File: src/rtl/adder_fault_campaign_ctrl.sv
// Fault-injection campaign sequencer for the gate-level 32-bit ADDER.
// It accepts operand vectors, steps each one through the enabled fault
// modes ({f1,f0}), waits for the adder to settle, captures its output and
// reports it next to the golden sum. It also keeps the vector and
// mismatch counters for the campaign.
// Optional build macro: ADDER_FAULT_STOP_ON_FIRST_EN ends the campaign
// right after the first reported mismatch has been handshaken.
module adder_fault_campaign_ctrl #(
    parameter int WIDTH         = 32,
    parameter int SETTLE_CYCLES = 2,
    parameter int CNT_W         = 16
) (
    input  logic             clk,
    input  logic             rst,
    input  logic             start,
    input  logic [3:0]       mode_mask,
    input  logic             vec_valid,
    output logic             vec_ready,
    input  logic [WIDTH-1:0] vec_a,
    input  logic [WIDTH-1:0] vec_b,
    input  logic             vec_last,
    output logic [WIDTH-1:0] add_a,
    output logic [WIDTH-1:0] add_b,
    output logic             add_f0,
    output logic             add_f1,
    input  logic [WIDTH-1:0] add_sum,
    output logic             res_valid,
    input  logic             res_ready,
    output logic [WIDTH-1:0] res_sum,
    output logic [WIDTH-1:0] res_expected,
    output logic [1:0]       res_mode,
    output logic             res_mismatch,
    output logic             busy,
    output logic             done,
    output logic [CNT_W-1:0] vec_cnt,
    output logic [CNT_W-1:0] mismatch_cnt
);

    localparam int SW = (SETTLE_CYCLES > 1) ? $clog2(SETTLE_CYCLES) : 1;
    localparam logic [SW-1:0] SETTLE_LAST = SW'(SETTLE_CYCLES - 1);

    typedef enum logic [2:0] {
        S_IDLE,
        S_LOAD,
        S_APPLY,
        S_REPORT,
        S_DONE
    } state_t;

    state_t           state_q, state_d;
    logic [3:0]       mask_q, mask_d;
    logic [WIDTH-1:0] a_q, a_d;
    logic [WIDTH-1:0] b_q, b_d;
    logic             last_q, last_d;
    logic [WIDTH-1:0] exp_q, exp_d;
    logic [WIDTH-1:0] sum_q, sum_d;
    logic [1:0]       mode_q, mode_d;
    logic [SW-1:0]    settle_q, settle_d;
    logic [CNT_W-1:0] vec_cnt_q, vec_cnt_d;
    logic [CNT_W-1:0] mis_cnt_q, mis_cnt_d;

    logic [1:0]       first_mode;
    logic [3:0]       higher_mask;
    logic [1:0]       next_mode;
    logic             has_higher;
    logic             mismatch;

    assign mismatch = (sum_q != exp_q);

    // Mode selection: lowest enabled mode, and the next enabled mode above the current one
    always_comb begin
        first_mode  = 2'd0;
        next_mode   = 2'd0;
        higher_mask = 4'd0;
        for (int i = 3; i >= 0; i--) begin
            if (mask_q[i]) begin
                first_mode = 2'(i);
            end
        end
        for (int i = 0; i < 4; i++) begin
            higher_mask[i] = mask_q[i] && (2'(i) > mode_q);
        end
        for (int i = 3; i >= 0; i--) begin
            if (higher_mask[i]) begin
                next_mode = 2'(i);
            end
        end
        has_higher = |higher_mask;
    end

    // State and datapath registers; abort clears everything immediately
    always_ff @(posedge clk or posedge rst) begin
        if (rst) begin
            state_q   <= S_IDLE;
            mask_q    <= '0;
            a_q       <= '0;
            b_q       <= '0;
            last_q    <= 1'b0;
            exp_q     <= '0;
            sum_q     <= '0;
            mode_q    <= '0;
            settle_q  <= '0;
            vec_cnt_q <= '0;
            mis_cnt_q <= '0;
        end else begin
            state_q   <= state_d;
            mask_q    <= mask_d;
            a_q       <= a_d;
            b_q       <= b_d;
            last_q    <= last_d;
            exp_q     <= exp_d;
            sum_q     <= sum_d;
            mode_q    <= mode_d;
            settle_q  <= settle_d;
            vec_cnt_q <= vec_cnt_d;
            mis_cnt_q <= mis_cnt_d;
        end
    end

    // Next-state and datapath update; operands/mode only move on entry to APPLY (or clear on return to IDLE)
    always_comb begin
        state_d   = state_q;
        mask_d    = mask_q;
        a_d       = a_q;
        b_d       = b_q;
        last_d    = last_q;
        exp_d     = exp_q;
        sum_d     = sum_q;
        mode_d    = mode_q;
        settle_d  = settle_q;
        vec_cnt_d = vec_cnt_q;
        mis_cnt_d = mis_cnt_q;
        case (state_q)
            S_IDLE: begin
                if (start) begin
                    mask_d    = mode_mask;
                    vec_cnt_d = '0;
                    mis_cnt_d = '0;
                    state_d   = (mode_mask == 4'd0) ? S_DONE : S_LOAD;
                end
            end
            S_LOAD: begin
                if (vec_valid) begin
                    a_d      = vec_a;
                    b_d      = vec_b;
                    last_d   = vec_last;
                    exp_d    = vec_a + vec_b;
                    mode_d   = first_mode;
                    settle_d = '0;
                    if (vec_cnt_q != '1) begin
                        vec_cnt_d = vec_cnt_q + CNT_W'(1);
                    end
                    state_d  = S_APPLY;
                end
            end
            S_APPLY: begin
                if (settle_q == SETTLE_LAST) begin
                    sum_d   = add_sum;
                    state_d = S_REPORT;
                end else begin
                    settle_d = settle_q + SW'(1);
                end
            end
            S_REPORT: begin
                if (res_ready) begin
                    if (mismatch && (mis_cnt_q != '1)) begin
                        mis_cnt_d = mis_cnt_q + CNT_W'(1);
                    end
                    if (has_higher) begin
                        mode_d   = next_mode;
                        settle_d = '0;
                        state_d  = S_APPLY;
                    end else if (last_q) begin
                        state_d = S_DONE;
                    end else begin
                        state_d = S_LOAD;
                    end
`ifdef ADDER_FAULT_STOP_ON_FIRST_EN
                    if (mismatch) begin
                        mode_d   = mode_q;
                        settle_d = settle_q;
                        state_d  = S_DONE;
                    end
`endif
                end
            end
            S_DONE: begin
                a_d     = '0;
                b_d     = '0;
                mode_d  = '0;
                state_d = S_IDLE;
            end
            default: begin
                state_d = S_IDLE;
            end
        endcase
    end

    // Outputs decoded from the state and the held datapath registers
    always_comb begin
        vec_ready    = (state_q == S_LOAD);
        res_valid    = (state_q == S_REPORT);
        busy         = (state_q != S_IDLE);
        done         = (state_q == S_DONE);
        add_a        = a_q;
        add_b        = b_q;
        add_f0       = mode_q[0];
        add_f1       = mode_q[1];
        res_sum      = sum_q;
        res_expected = exp_q;
        res_mode     = mode_q;
        res_mismatch = mismatch;
        vec_cnt      = vec_cnt_q;
        mismatch_cnt = mis_cnt_q;
    end

endmodule

File: config.mk
export PLATFORM = sky130hd
export DESIGN_NAME = adder_fault_campaign_ctrl
export DESIGN_NICKNAME = d
export VERILOG_FILES = /design/src/rtl/adder_fault_campaign_ctrl.sv
export SDC_FILE = /design/constraint.sdc
export NUM_CORES = 1
export LEC_CHECK = 0
export ABC_CLOCK_PERIOD_IN_PS = 7400
export CELL_PAD_IN_SITES_DETAIL_PLACEMENT = 1
export CELL_PAD_IN_SITES_GLOBAL_PLACEMENT = 1
export CORE_MARGIN = 2
export CORE_UTILIZATION = 36
export CTS_BUF_LIST = sky130_fd_sc_hd__clkbuf_8 sky130_fd_sc_hd__clkbuf_16
export DETAILED_ROUTE_END_ITERATION = 10
export PLACE_DENSITY_LB_ADDON = 0.08
export SLEW_MARGIN = 30
export SYNTH_ARGS = -nofsm -noshare
export SYNTH_HDL_FRONTEND = slang
export SYNTH_SLANG_ARGS = --single-unit
File: constraint.sdc
create_clock -name clk -period 7.4 [get_ports clk]
set_clock_uncertainty 0.15 [all_clocks]
set_input_delay 1.11 -clock clk [delete_from_list [all_inputs] [get_ports clk]]
set_output_delay 1.11 -clock clk [all_outputs]
set_load 0.05 [all_outputs]
==> metrics <==
Via Count=7713; vias in the first global route=between 8000 and 9000; detailed-router iteration count before antenna repair=4; crit path kind=flip-flop to output port; initial drt markers=414; first-pass GRT wire length=46300 um; CP max stage delay=890 ps; CP required=6140 ps; Max Cap Violations=0; routability cong.=0.813; Post-synth EDFFs=0; Cells after Synth=863; endpoints failing hold=0; Max Freq=around 230 MHz; DP HPWL=21600 um; P_sw=0.00291 W; RSZ-0062 raised after global routing=no; Reg power frac=between 20% and 30%; worst hold stages=1; fin cells=roughly 1500; Setup TNS Final=0 ps; placed cells=roughly 1400; Core ar.=roughly 24000 um2; fin area=12600 um2; GRT Util Overall=22.5%; post-synth top area share=47.6%; #FFs+latches synth=171; Starting Density=between 30% and 40%; fraction of layout cells with a size suffix above 1=under 10%; Switching Share=49.0%; number of setup violations in the final report=0; largest net degree at the start of global routing=74; min Tclk post-route=4340 ps; vias per inst=5.29; gr ovfl total=0; Peak VDD IR=201 uV; slowest stage cell, crit path=clkdlybuf4s50_1; Routed Antenna Nets=0; signal arrival time at the worst endpoint=3080 ps; most common cell in the netlist=dfrtp_1; CTS Sinks=171; Ys Warns=0; Final nets=1261; CTS tree=done; num ports=between 200 and 300; Slew Viols, Final=0; worst-case reg-to-reg path depth=6; asr flop ratio synth=100%; post-synth cell types=73; register area share after synthesis=47.6%; gr busiest metal=met2; Die ar.=26200 um2; final hold slack=348 ps; max_slew headroom=39.0%; die height=between 150 and 200 um; DRT Wirelength=between 20000 and 30000 um; Avg Inst Size Synth=between 10 and 15 um2; Period Utilization, post-route=around three fifths; Avg WL per Cell=20.0 um; status=completed; ranking of synthesized cells by area=dfrtp_1, a22o_1, ha_1, xnor2_1, nand2_1; worst skew pair latency=440 ps; root buffer cell=clkbuf_16; setup bufs post-CTS=0; Cell Int Power=0.00302 W; CP cell instances=nor2b_1 > nand2_1 > inv_1 > clkdlybuf4s50_1; CTS buffer count=17; antenna violations before repair=0; number of port buffers=about 270; Commonest cells post-synth=dfrtp_1, nand2_1, a22o_1; CTS clk-pin slew, worst paths=70 ps; n_diodes=0; Worst setup EP type=output port; routing usage on met1=30.3%; type of origin of the critical path=flip-flop; Post-CTS Hold Buffers=0; Post-Place Cell Area=12000 um2; most common flop cell mapped by yosys=dfrtp_1; GR met3 Demand/Resource=~4.3%; row count=57; maximum buffer depth of the clock tree=2; leakage power=about 5.4 nW; GR met2 Demand/Resource=37.1%; instance count on the critical path=4; DRC violations left=0; post-synth top area cell=dfrtp_1; combinational share of power=between 50% and 60%; crit path buf inv count=2; post-CTS sizing=0; Hold Path Class=flip-flop to flip-flop; clock network fraction of total power=roughly 16%; Synth Cell Area=between 8000 and 9000 um2; area grow syn2layout=40.6%; critical path's top delay family=buffers and inverters; FILL cells=approximately 2700; Die X-Extent=162 um; CP Max Fanout=14; htree depth=4; worst-margin pin slew=around 920 ps; PD cells=469 nW/um2; Synth Net Count=1003
## cell type report
type / count / area [um2] / share of cell area, %
tap: 324 / 405 / 3.21
inverter: 15 / 61.3 / 0.485
timing repair buffer: 279 / 2780 / 22.0
sequential: 171 / 4280 / 33.9
clock inverter: 12 / 138 / 1.09
clock buffer: 20 / 467 / 3.69
multi-input combinational: 637 / 4500 / 35.6
## layout by cell type (no fill, tap or decap), drive strengths merged, types with 18 or more instances in the layout
master,instances
inv,18
a22o,67
ha,33
nor2,48
mux2,36
nand3,23
clkbuf,20
a21oi,41
xnor2,44
nand2,86
clkdlybuf4s50,274
o21ai,83
dfrtp,171
## logic make-up after synthesis
family | Yosys count | share of synthesized area, %
AOI/OAI and AO/OA | 260 | 20.6
xor gates and xnor gates | 60 | 5.85
adders and majority gates | 34 | 4.82
buffers and inverters | 55 | 2.51
DFF | 171 | 47.6
muxes | 41 | 5.07
and+or+nand+nor | 242 | 13.5
## registers in the layout, summed over array words and instances, names as in the netlist
name / cells
mismatch_cnt: 16
settle_q: 1
state_q: 3
mask_q: 4
res_expected: 32
add_a: 32
res_mode: 2
last_q: 1
vec_cnt: 16
res_sum: 32
add_b: 32
## power by group through the flow
stage	logic [W]	registers (W)	clock network, W
global route	0.00351	0.00172	0.000988
finish	0.00333	0.00166	0.000932
global placement	0.00332	0.00167	0
floorplan	0.00106	0.00277	0
detailed placement	0.00335	0.00167	0
CTS	0.00337	0.00167	0.000954
## path summary, 6_finish.rpt
check,endpoint,slack (ps),from
setup / recovery,res_valid,3060,state_q[1]
hold / removal,add_b[9],350,add_b[9]
setup reg to reg,mismatch_cnt[15],4230,state_q[1]
hold reg to reg,add_b[9],350,add_b[9]
max in group asynchronous,res_expected[5],4870,rst
min in group asynchronous,vec_cnt[0],980,rst
## metrics by stage
stage	power (W)	setup WS, ps	util, %
after floorplan	0.00383	1510	-
after global placement	0.00499	3130	49.3
after detailed placement	0.00503	3110	49.3
after CTS	0.00599	3070	51.8
after global routing	0.00622	2840	51.8
final	0.00593	3060	51.8
## routing by layer
| layer | routed length (um) | share of wire (%) | up-vias |
|---|---|---|---|
| li1 | - | - | 3667 |
| met1 | 13400 | 46 | 3831 |
| met2 | 14000 | 48 | 184 |
| met3 | 1280 | 4.4 | 31 |
| met4 | 510 | 1.7 | 0 |
| met5 | 0 | 0 | - |
## worst register-to-register path, delay by kind of cell, from the launching register on
kind | cells | cell delay (ps)
flip-flops | 1 | 670
buffers and inverters | 1 | 470
AND/OR/NAND/NOR | 3 | 1010
AO/OA/AOI/OAI | 2 | 760
No activity file was read; power rests on OpenSTA's default activity.
